File: config.mk
export PLATFORM = sky130hd
export DESIGN_NAME = sprite_mover
export DESIGN_NICKNAME = d
export VERILOG_FILES = /design/src/rtl/sprite_mover.sv
export SDC_FILE = /design/constraint.sdc
export NUM_CORES = 1
export LEC_CHECK = 0
export ABC_AREA = 1
export CAP_MARGIN = 20
export CELL_PAD_IN_SITES_DETAIL_PLACEMENT = 1
export CELL_PAD_IN_SITES_GLOBAL_PLACEMENT = 2
export CORE_MARGIN = 2
export CORE_UTILIZATION = 31
export CTS_CLUSTER_DIAMETER = 150
export DETAILED_ROUTE_END_ITERATION = 6
export HOLD_SLACK_MARGIN = 0.06
export PLACE_DENSITY = 0.91
export SLEW_MARGIN = 10
export SYNTH_ARGS = -nofsm -noshare
export SYNTH_HDL_FRONTEND = slang
export SYNTH_SLANG_ARGS = --single-unit
File: constraint.sdc
create_clock -name clk -period 7.14 [get_ports clk]
set_clock_uncertainty 0.15 [all_clocks]
set_input_delay 1.428 -clock clk [delete_from_list [all_inputs] [get_ports clk]]
set_output_delay 1.428 -clock clk [all_outputs]
set_load 0.1 [all_outputs]
File: src/rtl/sprite_mover.sv
// -----------------------------------------------------------------------------
// sprite_mover
// Sprite position controller for the display path. On each frame tick it
// streams an erase pass over the sprite at its current origin, applies a
// bounded vertical move, then streams a draw pass at the new origin. Pixels
// leave through a valid/ready handshake towards the VGA plotter.
//
// Ports
//   clk         system clock
//   reset_n     synchronous, active-low reset
//   tick        frame tick (one-cycle pulse), honoured only when idle
//   y_inc       request origin += STEP (sampled with the tick)
//   y_dec       request origin -= STEP (sampled with the tick)
//   plot_ready  plotter accepts the presented pixel this cycle
//   plot        pixel valid
//   erase       1 = background colour (erase pass), 0 = draw pass
//   x_out       pixel x
//   y_out       pixel y
//   y_pos       committed y origin
//   busy        an update is in progress
//   done        one-cycle pulse when the update completes
// -----------------------------------------------------------------------------
module sprite_mover #(
   parameter int X_W    = 8,
   parameter int Y_W    = 7,
   parameter int SPR_W  = 2,
   parameter int SPR_H  = 4,
   parameter int X_INIT = 155,
   parameter int Y_INIT = 0,
   parameter int Y_MIN  = 0,
   parameter int Y_MAX  = 116,
   parameter int STEP   = 1
) (
   input  logic           clk,
   input  logic           reset_n,
   input  logic           tick,
   input  logic           y_inc,
   input  logic           y_dec,
   input  logic           plot_ready,
   output logic           plot,
   output logic           erase,
   output logic [X_W-1:0] x_out,
   output logic [Y_W-1:0] y_out,
   output logic [Y_W-1:0] y_pos,
   output logic           busy,
   output logic           done
);

   localparam int COL_W = (SPR_W > 1) ? $clog2(SPR_W) : 1;
   localparam int ROW_W = (SPR_H > 1) ? $clog2(SPR_H) : 1;
   localparam logic [COL_W-1:0] COL_LAST = COL_W'(SPR_W - 1);
   localparam logic [ROW_W-1:0] ROW_LAST = ROW_W'(SPR_H - 1);

   typedef enum logic [2:0] {
      S_IDLE,
      S_ERASE,
      S_MOVE,
      S_DRAW,
      S_DONE
   } state_t;

   state_t           r_state;
   logic [COL_W-1:0] r_col;
   logic [ROW_W-1:0] r_row;
   logic [Y_W-1:0]   r_ypos;
   logic             r_inc;
   logic             r_dec;
   logic             r_plot;
   logic             r_erase;
   logic [X_W-1:0]   r_x;
   logic [Y_W-1:0]   r_y;
   logic             r_busy;
   logic             r_done;

   state_t           w_state_n;
   logic [COL_W-1:0] w_col_n;
   logic [ROW_W-1:0] w_row_n;
   logic [Y_W-1:0]   w_ypos_n;
   logic             w_inc_n;
   logic             w_dec_n;
   logic             w_accept;
   logic             w_last;

   // Upward move saturating at Y_MAX; the sum is formed at 32 bits so it
   // cannot wrap before the comparison.
   function automatic logic [Y_W-1:0] f_step_up(input logic [Y_W-1:0] y);
      logic [31:0] s;
      s = 32'(y) + 32'(STEP);
      if (s > 32'(Y_MAX))
         return Y_W'(Y_MAX);
      else
         return s[Y_W-1:0];
   endfunction

   // Downward move saturating at Y_MIN; compared before subtracting so the
   // origin can never wrap around to the bottom of the screen.
   function automatic logic [Y_W-1:0] f_step_down(input logic [Y_W-1:0] y);
      if (32'(y) < 32'(Y_MIN) + 32'(STEP))
         return Y_W'(Y_MIN);
      else
         return y - Y_W'(STEP);
   endfunction

   assign w_accept = r_plot && plot_ready;
   assign w_last   = (r_col == COL_LAST) && (r_row == ROW_LAST);

   always_comb begin
      w_state_n = r_state;
      w_col_n   = r_col;
      w_row_n   = r_row;
      w_ypos_n  = r_ypos;
      w_inc_n   = r_inc;
      w_dec_n   = r_dec;
      case (r_state)
         S_IDLE: begin
            if (tick) begin
               w_inc_n   = y_inc;
               w_dec_n   = y_dec;
               w_col_n   = '0;
               w_row_n   = '0;
               w_state_n = S_ERASE;
            end
         end
         S_ERASE, S_DRAW: begin
            // Row-major scan; counters only move on an accepted pixel so a
            // stalled pixel stays on the outputs unchanged.
            if (w_accept) begin
               if (w_last) begin
                  w_col_n   = '0;
                  w_row_n   = '0;
                  w_state_n = (r_state == S_ERASE) ? S_MOVE : S_DONE;
               end else if (r_col == COL_LAST) begin
                  w_col_n = '0;
                  w_row_n = r_row + ROW_W'(1);
               end else begin
                  w_col_n = r_col + COL_W'(1);
               end
            end
         end
         S_MOVE: begin
            case ({r_inc, r_dec})
               2'b10:   w_ypos_n = f_step_up(r_ypos);
               2'b01:   w_ypos_n = f_step_down(r_ypos);
               default: w_ypos_n = r_ypos;
            endcase
            w_col_n   = '0;
            w_row_n   = '0;
            w_state_n = S_DRAW;
         end
         S_DONE:  w_state_n = S_IDLE;
         default: w_state_n = S_IDLE;
      endcase
   end

   // Outputs are registered from the next-state values so the first pixel
   // appears the cycle after the tick and the draw pass already sees the
   // updated origin.
   always_ff @(posedge clk) begin
      if (!reset_n) begin
         r_state <= S_IDLE;
         r_col   <= '0;
         r_row   <= '0;
         r_ypos  <= Y_W'(Y_INIT);
         r_inc   <= 1'b0;
         r_dec   <= 1'b0;
         r_plot  <= 1'b0;
         r_erase <= 1'b0;
         r_x     <= X_W'(X_INIT);
         r_y     <= Y_W'(Y_INIT);
         r_busy  <= 1'b0;
         r_done  <= 1'b0;
      end else begin
         r_state <= w_state_n;
         r_col   <= w_col_n;
         r_row   <= w_row_n;
         r_ypos  <= w_ypos_n;
         r_inc   <= w_inc_n;
         r_dec   <= w_dec_n;
         r_plot  <= (w_state_n == S_ERASE) || (w_state_n == S_DRAW);
         r_erase <= (w_state_n == S_ERASE);
         r_x     <= X_W'(X_INIT) + X_W'(w_col_n);
         r_y     <= w_ypos_n + Y_W'(w_row_n);
         r_busy  <= (w_state_n != S_IDLE);
         r_done  <= (w_state_n == S_DONE);
      end
   end

   assign plot  = r_plot;
   assign erase = r_erase;
   assign x_out = r_x;
   assign y_out = r_y;
   assign y_pos = r_ypos;
   assign busy  = r_busy;
   assign done  = r_done;

endmodule

==> flow_metrics.py, run 1 <==
metrics = {
    "setup_path": {
        "crit_top_cell": "inv_1",
        "path_class": "input pin to flop",
        "crit_chain": "clkdlybuf4s50_1 -> o31ai_1 -> o21ai_0 -> nand2_1 -> ha_1 -> inv_1 -> fa_1 -> inv_1 -> nand3_4 -> nor2_4 -> nand3_1 -> nand2_1 -> inv_1",
        "cp-end-kind": "flop",
        "cp-start-kind": "input pin",
        "cp.arrival_ns": 3.77,
        "crit_fanout": 4,
        "cp_slowest_cell": "o31ai_1",
        "required_ns": 7.17,
        "max_stage_delay_ns": 0.47,
    },
    "synth": {
        "ys_types": 32,
        "synthTopCellsByArea": "dfxtp_1 32%, nand2_1 10%, inv_1 7.2%",
        "synth_cells": 232,
        "synth_top_area_cell": "dfxtp_1",
        "synth_seq_area_share_pct": 32.4,
        "yosysWarnings": 0,
        "syn_avg_cell_area_sq_um": 7.19,
        "post-synth-top-area-fraction_pct": 32.4,
        "netlist_area_sq_um": 1670,
        "ys_seq_elements": 27,
    },
    "floorplanning": {
        "die_y_um": 77.4,
        "die_area_sq_um": 5980,
        "rows": 26,
        "io_pins": 32,
        "start_util_pct": 32.4,
        "coreArea_sq_um": 5140,
        "die_w_um": 77.4,
    },
    "grt": {
        "antenna_found_initial": 0,
        "grt_overflow": 0,
        "grt_max_degree": 18,
        "grt_pass1_vias": 1517,
        "grt_usage_pct": 14.3,
        "grt_pass1_wl_um": 7060,
    },
    "run": {
        "maxCapViolCount": 0,
    },
    "finish": {
        "fin_nets": 271,
        "area_growth_pct": 20.0,
        "final_cell_mix": "45 x nand2_1, 32 x inv_1, 27 x dfxtp_1",
        "drive_above_1_share_pct": 12.2,
        "stdcell_area_sq_um": 2000,
        "utilization_pct": 38.9,
        "mostFrequentLayoutCell": "nand2_1",
        "antenna_cells": 0,
    },
    "clock_tree": {
        "ctsResizeCount": 0,
        "path_clk_slew_ns": 0.10,
        "cts.sinks": 27,
        "htreeDepth": 1,
        "cts_tree": "done",
        "post_cts_buffers": 0,
        "cts_max_path_buffers": 2,
        "hold_buffers": 0,
        "clkLatencyLatePin_ns": 0.27,
        "root_buffer": "clkbuf_8",
        "numCtsBuffers": 3,
    },
    "pwr": {
        "p_total_w": 0.000293,
        "max-vdd-ir-drop_mv": 0.0821,
        "power_density_nw_per_um2": 146,
        "p_leak_nw": 0.905,
    },
    "outcome": {
        "outcome": "completed",
    },
    "worst_hold_path": {
        "hold_path.class": "flop to flop",
    },
    "route": {
        "dr.pass1.iters": 4,
        "wire_per_inst_um": 12.4,
        "drt_iter0_drc": 57,
        "drt-total-wl_um": 4040,
        "vias_per_cell": 4.63,
        "ant_nets": 0,
        "drc": 0,
        "vias": 1505,
    },
    "timing": {
        "period_minus_slack_ns": 3.73,
        "tns_ns": 0,
        "fmax_mhz": 268,
        "drv_slew": 0,
        "finalCritPeriodShare_pct": 52.3,
        "relSlewSlack_pct": 35.2,
        "worst_slack_ns": 3.41,
        "worst_slew_pin_slew_ns": 0.969,
        "hold_viol": 0,
        "finalSetupViolations": 0,
        "rsz0062_at_grt": "false",
    },
    "placement": {
        "dp_slack_ns": 3.11,
        "dpl.hpwl_um": 3170,
        "io_buffer_count": 26,
        "gp_congestion": 0.798,
        "placed_area_sq_um": 1950,
    },
}
==> final cells by class <==
type                            count  area, sq um
Fill cell                         686         3140
Timing Repair Buffer               26          260
Multi-Input combinational cell    162          928
Clock buffer                        3         41.3
Sequential cell                    27          541
Tap cell                           70         87.6
Clock inverter                      1         8.76
Inverter                           36          135
==> layer usage <==
metal	track usage, %	up-vias	routed length (um)
met3	1.05	4	113
met2	23.9	25	1930
met5	0	-	0
li1	-	776	-
met1	19.7	700	1950
met4	4.29	0	43
==> registers in the layout (all words and copies together), names as in the netlist <==
name / cells
y_out: 7
y_pos: 7
r_state: 3
r_row: 2
x_out: 2
busy: 1
done: 1
erase: 1
plot: 1
r_dec: 1
r_inc: 1
==> synthesized netlist by cell type <==
master	count
inv_2	3
nor2_1	23
nand3_4	1
inv_1	32
nor2_4	3
xnor2_1	1
a21oi_1	9
nor3_1	3
a21o_1	1
clkinv_1	1
o21bai_2	1
nand2_4	2
o21ai_1	2
buf_6	1
fa_1	1
o21a_1	1
o21ai_0	9
nand2_2	4
nor2_2	3
nand3_2	7
o211ai_1	3
a221oi_1	1
nand3_1	20
o21ai_2	3
conb_1	2
ha_1	8
buf_4	8
dfxtp_1	27
nand2_1	45
clkbuf_1	1
nand4_1	5
o31ai_1	1
==> kinds of logic (layout without fill, tap and decap cells) <==
| family | count (synthesis) | in the layout | synth area share, % |
|---|---|---|---|
| and+or+nand+nor | 116 | 116 | 35.3 |
| xor gates and xnor gates | 1 | 1 | 0.525 |
| DFF | 27 | 27 | 32.4 |
| other | 2 | 5 | 0.450 |
| adders and majority gates | 9 | 9 | 7.20 |
| buffers and inverters | 46 | 66 | 12.6 |
| AOI/OAI and AO/OA | 31 | 31 | 11.5 |
==> path summary, 6_finish.rpt <==
check                         to  depth (start not counted)           startpoint  slack [ns]
max          y_out[6]$_SDFF_PN0_                         13                 tick        3.41
min           r_inc$_SDFFE_PN0P_                          2   r_inc$_SDFFE_PN0P_        0.34
max reg2reg  y_out[6]$_SDFF_PN0_                         18  y_pos[1]$_SDFF_PN0_        4.08
min reg2reg   r_inc$_SDFFE_PN0P_                          2   r_inc$_SDFFE_PN0P_        0.34
==> per-stage QoR <==
stage	std cells	hold slack [ns]
after floorplan	235	0.301
after global placement	321	0.325
after detailed placement	321	0.335
after CTS	325	0.350
after global routing	325	0.396
final	325	0.344
==> power breakdown <==
| part | total (W) | leakage [nW] | internal [W] | switching, W |
|---|---|---|---|---|
| Combinational | 0.0000455 | 0.659 | 0.00000952 | 0.0000359 |
| Sequential | 0.000156 | 0.219 | 0.000154 | 0.00000186 |
| Clock | 0.0000920 | 0.0261 | 0.0000410 | 0.0000510 |
==> critical path: cells and delay by family <==
kind | cells | cell delay, ns
AND/OR/NAND/NOR | 5 | 0.47
buffers and inverters | 4 | 0.63
adder cells (fa/ha/maj) | 2 | 0.55
AO/OA/AOI/OAI | 2 | 0.69
(Power assumes the default switching activity.)
==> run 2, diff against run 1 <==
- CORE_UTILIZATION: 31 -> 28
- PLACE_DENSITY: 0.91 -> 0.84
- clock period: 7.14 -> 3.85 ns (I/O delays scaled with it)
==> flow_metrics.py, run 2 (same netlist as run 1, synthesis figures left out) <==
metrics = {
    "outcome": {
        "outcome": "completed",
    },
    "grt": {
        "grtUsageMet1_pct": 18.9,
        "grt_max_degree": 17,
        "gr-usage-met3_pct": 1.78,
        "grt_pass1_wl_um": 7180,
        "grt_overflow": 0,
        "use_met2_pct": 23.4,
        "antenna_found_initial": 0,
        "grt_busiest_layer": "met2",
        "grt_usage_pct": 14.1,
        "grt_pass1_vias": 1514,
    },
    "floorplanning": {
        "rows": 28,
        "die_y_um": 81.2,
        "die_w_um": 81.2,
        "coreArea_sq_um": 5850,
        "die_area_sq_um": 6590,
        "io_pins": 32,
        "start_util_pct": 28.5,
    },
    "setup_path": {
        "path_class": "flop to flop",
        "cp.arrival_ns": 3.10,
        "required_ns": 3.88,
        "cp-start-kind": "flop",
        "cp-end-kind": "flop",
        "crit_fanout": 8,
    },
    "finish": {
        "drive_above_1_share_pct": 12.5,
        "instances_no_fill": 330,
        "antenna_cells": 0,
        "nFillCells": 742,
        "fin_nets": 271,
        "area_growth_pct": 20.2,
        "final_cell_mix": "45 x nand2_1, 32 x inv_1, 27 x dfxtp_1",
        "mostFrequentLayoutCell": "nand2_1",
    },
    "timing": {
        "rsz0062_at_grt": "false",
        "period_minus_slack_ns": 3.07,
        "relSlewSlack_pct": 35.0,
        "finalCritPeriodShare_pct": 79.6,
        "hold_viol": 0,
        "fmax_mhz": 326,
        "tns_ns": 0,
        "worst_slew_pin_slew_ns": 0.972,
        "drv_slew": 0,
        "finalSetupViolations": 0,
    },
    "placement": {
        "io_buffer_count": 26,
        "gp_congestion": 0.792,
        "dp.cells": 326,
        "dpl.hpwl_um": 3310,
    },
    "clock_tree": {
        "ctsResizeCount": 0,
        "path_clk_slew_ns": 0.10,
        "cts_tree": "done",
        "root_buffer": "clkbuf_8",
        "post_cts_buffers": 0,
        "cts_max_path_buffers": 2,
        "numCtsBuffers": 3,
        "cts.sinks": 27,
        "clkLatencyLatePin_ns": 0.27,
        "htreeDepth": 1,
        "hold_buffers": 0,
    },
    "route": {
        "ant_nets": 0,
        "vias": 1528,
        "drt-total-wl_um": 4090,
        "dr.pass1.iters": 6,
        "drt_iter0_drc": 48,
        "drc": 0,
        "wire_per_inst_um": 12.4,
        "vias_per_cell": 4.63,
    },
    "pwr": {
        "power_density_nw_per_um2": 268,
        "pwr-share-seq_pct": 53.7,
        "combPwrFrac_pct": 15.6,
        "p_total_w": 0.000538,
        "clkPwrFrac_pct": 30.7,
        "internal_power_w": 0.000376,
        "max-vdd-ir-drop_mv": 0.129,
        "p_sw_share_pct": 30.0,
        "p_leak_nw": 0.902,
        "switchingPower_w": 0.000161,
    },
    "worst_hold_path": {
        "hold_path.class": "flop to flop",
    },
    "run": {
        "maxCapViolCount": 0,
    },
}
run 2: final timing paths:
check        cells past startpoint                start  slack [ns]             endpoint
max                             18  y_pos[1]$_SDFF_PN0_        0.78  y_out[6]$_SDFF_PN0_
min                              2   r_dec$_SDFFE_PN0P_        0.34   r_dec$_SDFFE_PN0P_
max reg2reg                     18  y_pos[1]$_SDFF_PN0_        0.78  y_out[6]$_SDFF_PN0_
min reg2reg                      2   r_dec$_SDFFE_PN0P_        0.34   r_dec$_SDFFE_PN0P_
run 2: final cells by class:
type,instances,area [sq um],share of cell area [%]
multi-input combinational,162,928,46.3
sequential,27,541,27.0
timing repair buffer,26,258,12.9
inverter,36,135,6.74
tap,75,93.8,4.68
clock buffer,3,41.3,2.06
clock inverter,1,7.51,0.375
run 2: worst max-delay path, stage by stage, from the launching register on:
cell      delay (ns)
dfxtp_1         0.52
ha_1            0.33
nand2_1         0.10
nand3_1         0.11
nand3_1         0.09
nand3_2         0.09
nand2_1         0.08
nor2_1          0.15
o211ai_1        0.14
nand2_1         0.12
ha_1            0.17
inv_1           0.06
fa_1            0.38
inv_1           0.11
nand3_4         0.09
nor2_4          0.12
nand3_1         0.08
nand2_1         0.07
inv_1           0.03
run 2: layer usage:
| metal | vias to the layer above | part of all wire [%] |
|---|---|---|
| met4 | 0 | 1.3 |
| met1 | 719 | 48 |
| met5 | - | 0 |
| li1 | 778 | - |
| met3 | 5 | 2.8 |
| met2 | 26 | 48 |
run 2: power groups by stage:
stage | sequential (W) | combinational (W) | clock (W)
after floorplan | 0.000315 | 0.0000503 | 0
after global placement | 0.000295 | 0.0000844 | 0
after detailed placement | 0.000295 | 0.0000843 | 0
after CTS | 0.000288 | 0.0000847 | 0.000172
after global routing | 0.000289 | 0.0000898 | 0.000190
final | 0.000288 | 0.0000840 | 0.000165
run 2: metrics by stage:
stage / setup WS (ns) / util [%] / cell area (sq um) / hold WS, ns
2_1_floorplan: 0.482 / - / 1680 / 0.301
3_3_place_gp: 0.601 / 33.4 / 1960 / 0.326
3_5_place_dp: 0.614 / 33.4 / 1960 / 0.337
4_1_cts: 0.776 / 34.3 / 2000 / 0.350
5_1_grt: 0.440 / 34.3 / 2000 / 0.384
6_report: 0.785 / 34.3 / 2000 / 0.343
==> run 3, diff against run 2 <==
- clock period: 3.85 -> 3.13 ns (I/O delays scaled with it)
==> flow_metrics.py, run 3 (same netlist as run 1, synthesis figures left out) <==
metrics = {
    "finish": {
        "fin_nets": 272,
        "stdcell_area_sq_um": 1970,
        "final_cell_mix": "45 x nand2_1, 32 x inv_1, 23 x nor2_1",
        "area_growth_pct": 18.3,
        "mostFrequentLayoutCell": "nand2_1",
        "antenna_cells": 0,
        "drive_above_1_share_pct": 23.0,
    },
    "route": {
        "dr.pass1.iters": 4,
        "vias_per_cell": 4.63,
        "top_layer_used": "met4",
        "dr_wl_met2_um": 2020,
        "drt_iter0_drc": 20,
        "ant_nets": 0,
        "routed-wl-met3_um": 89,
        "drc": 0,
        "wl_met1_um": 1870,
        "vias": 1531,
        "wire_per_inst_um": 12.2,
        "drt-total-wl_um": 4040,
    },
    "grt": {
        "grt_usage_pct": 13.4,
        "grt_overflow": 0,
        "grt_pass1_wl_um": 6870,
        "antenna_found_initial": 0,
        "grt_pass1_vias": 1512,
        "grt_max_degree": 15,
    },
    "setup_path": {
        "crit_top_cell": "nand2_1",
        "path_class": "flop to flop",
        "crit_fanout": 8,
        "crit_chain": "ha_2 -> nand2_1 -> nand3_1 -> nand3_1 -> nand3_2 -> nand2_1 -> nor2_1 -> o211ai_1 -> nand2_1 -> ha_1 -> inv_1 -> fa_1 -> inv_1 -> nand3_4 -> nor2_4 -> nor2_1 -> a21oi_1",
        "cp.arrival_ns": 2.84,
        "rrSetupSlack_ns": 0.34,
        "required_ns": 3.18,
        "reg2reg_from": "y_pos[1]$_SDFF_PN0_",
        "path_delay_family": "simple AND/OR/NAND/NOR gates",
        "max_stage_delay_ns": 0.40,
        "path_buf_inv": 2,
        "r2r-end": "y_out[4]$_SDFF_PN0_",
        "reg2reg_depth": 17,
        "cp_slowest_cell": "dfxtp_4",
        "cp-end-kind": "flop",
        "cp-start-kind": "flop",
        "worst-path-stages": 17,
    },
    "floorplanning": {
        "die_w_um": 81.2,
        "rows": 28,
        "die_area_sq_um": 6590,
        "io_pins": 32,
        "coreArea_sq_um": 5850,
        "die_y_um": 81.2,
        "start_util_pct": 28.5,
    },
    "timing": {
        "drv_slew": 0,
        "period_minus_slack_ns": 2.79,
        "finalSetupViolations": 0,
        "fmax_mhz": 358,
        "finalCritPeriodShare_pct": 89.1,
        "hold_viol": 0,
        "tns_ns": 0,
        "rsz0062_at_grt": "false",
    },
    "run": {
        "maxCapViolCount": 0,
    },
    "outcome": {
        "outcome": "completed",
    },
    "pwr": {
        "max-vdd-ir-drop_mv": 0.173,
        "p_leak_nw": 0.944,
        "power_density_nw_per_um2": 331,
    },
    "clock_tree": {
        "hold_buffers": 0,
        "htreeDepth": 1,
        "clkLatencyLatePin_ns": 0.27,
        "ctsResizeCount": 0,
        "cts.sinks": 27,
        "root_buffer": "clkbuf_8",
        "cts_max_path_buffers": 2,
        "numCtsBuffers": 3,
        "path_clk_slew_ns": 0.09,
        "cts_tree": "done",
        "post_cts_buffers": 0,
    },
    "worst_hold_path": {
        "worstHoldStart": "r_dec$_SDFFE_PN0P_",
        "worstHoldEndpoint": "r_dec$_SDFFE_PN0P_",
        "hold_depth": 2,
        "hold_path.class": "flop to flop",
    },
    "placement": {
        "gp_congestion": 0.817,
        "io_buffer_count": 26,
        "dpl.hpwl_um": 3260,
        "placed_area_sq_um": 1920,
    },
}
==> run 3: cell count changes in the layout (fill, tap and decap cells not counted), sizes merged <==
cell           before  now
clkdlybuf4s50      25    5
clkbuf              3    4
buf                 1   22
clkinvlp            1    0
==> run 3: final cells by class <==
class,instances,area [sq um]
clock buffer,4,45.0
fill,748,3880
sequential,27,553
tap,75,93.8
multi-input combinational,162,931
inverter,36,135
timing repair buffer,27,215
==> run 3: worst max-delay path by stage <==
stage	from	endpoint	slack, ns
CTS	y_pos[1]$_SDFF_PN0_	y_out[4]$_SDFF_PN0_	0.22
floorplan	y_pos[1]$_SDFF_PN0_	y_out[6]$_SDFF_PN0_	0.17
global route	y_pos[1]$_SDFF_PN0_	y_out[6]$_SDFF_PN0_	0.03
detailed placement	plot_ready	y_out[6]$_SDFF_PN0_	0.13
finish	y_pos[1]$_SDFF_PN0_	y_out[4]$_SDFF_PN0_	0.34
global placement	tick	y_out[4]$_SDFF_PN0_	0.16
==> run 3: power by group <==
group / switching (W) / internal (W)
Sequential: 0.00000422 / 0.000349
Combinational: 0.0000808 / 0.0000216
Clock: 0.000106 / 0.0000913
Total: 0.000191 / 0.000462
==> run 3: metrics by stage <==
step,hold WS [ns],std cells,utilization (%),setup WS (ns),power (W)
after global placement,0.327,327,32.8,0.163,0.000466
after CTS,0.349,331,33.6,0.223,0.000665
final,0.344,331,33.7,0.341,0.000652
after floorplan,0.301,235,-,0.172,0.000450
after detailed placement,0.333,327,32.8,0.128,0.000466
after global routing,0.392,331,33.7,0.0258,0.000685
==> run 3: worst min-delay path: cells and delay by family (launching register included) <==
kind,cells,cell delay (ns)
compound gates,1,0.06
buf+inv,1,0.07
flops,1,0.32
==> run 3: routing by layer <==
| layer | vias up | GRT usage (%) |
|---|---|---|
| met2 | 20 | 23.9 |
| met1 | 725 | 16.5 |
| met5 | - | 0 |
| met3 | 5 | 1.33 |
| li1 | 781 | - |
| met4 | 0 | 5.08 |
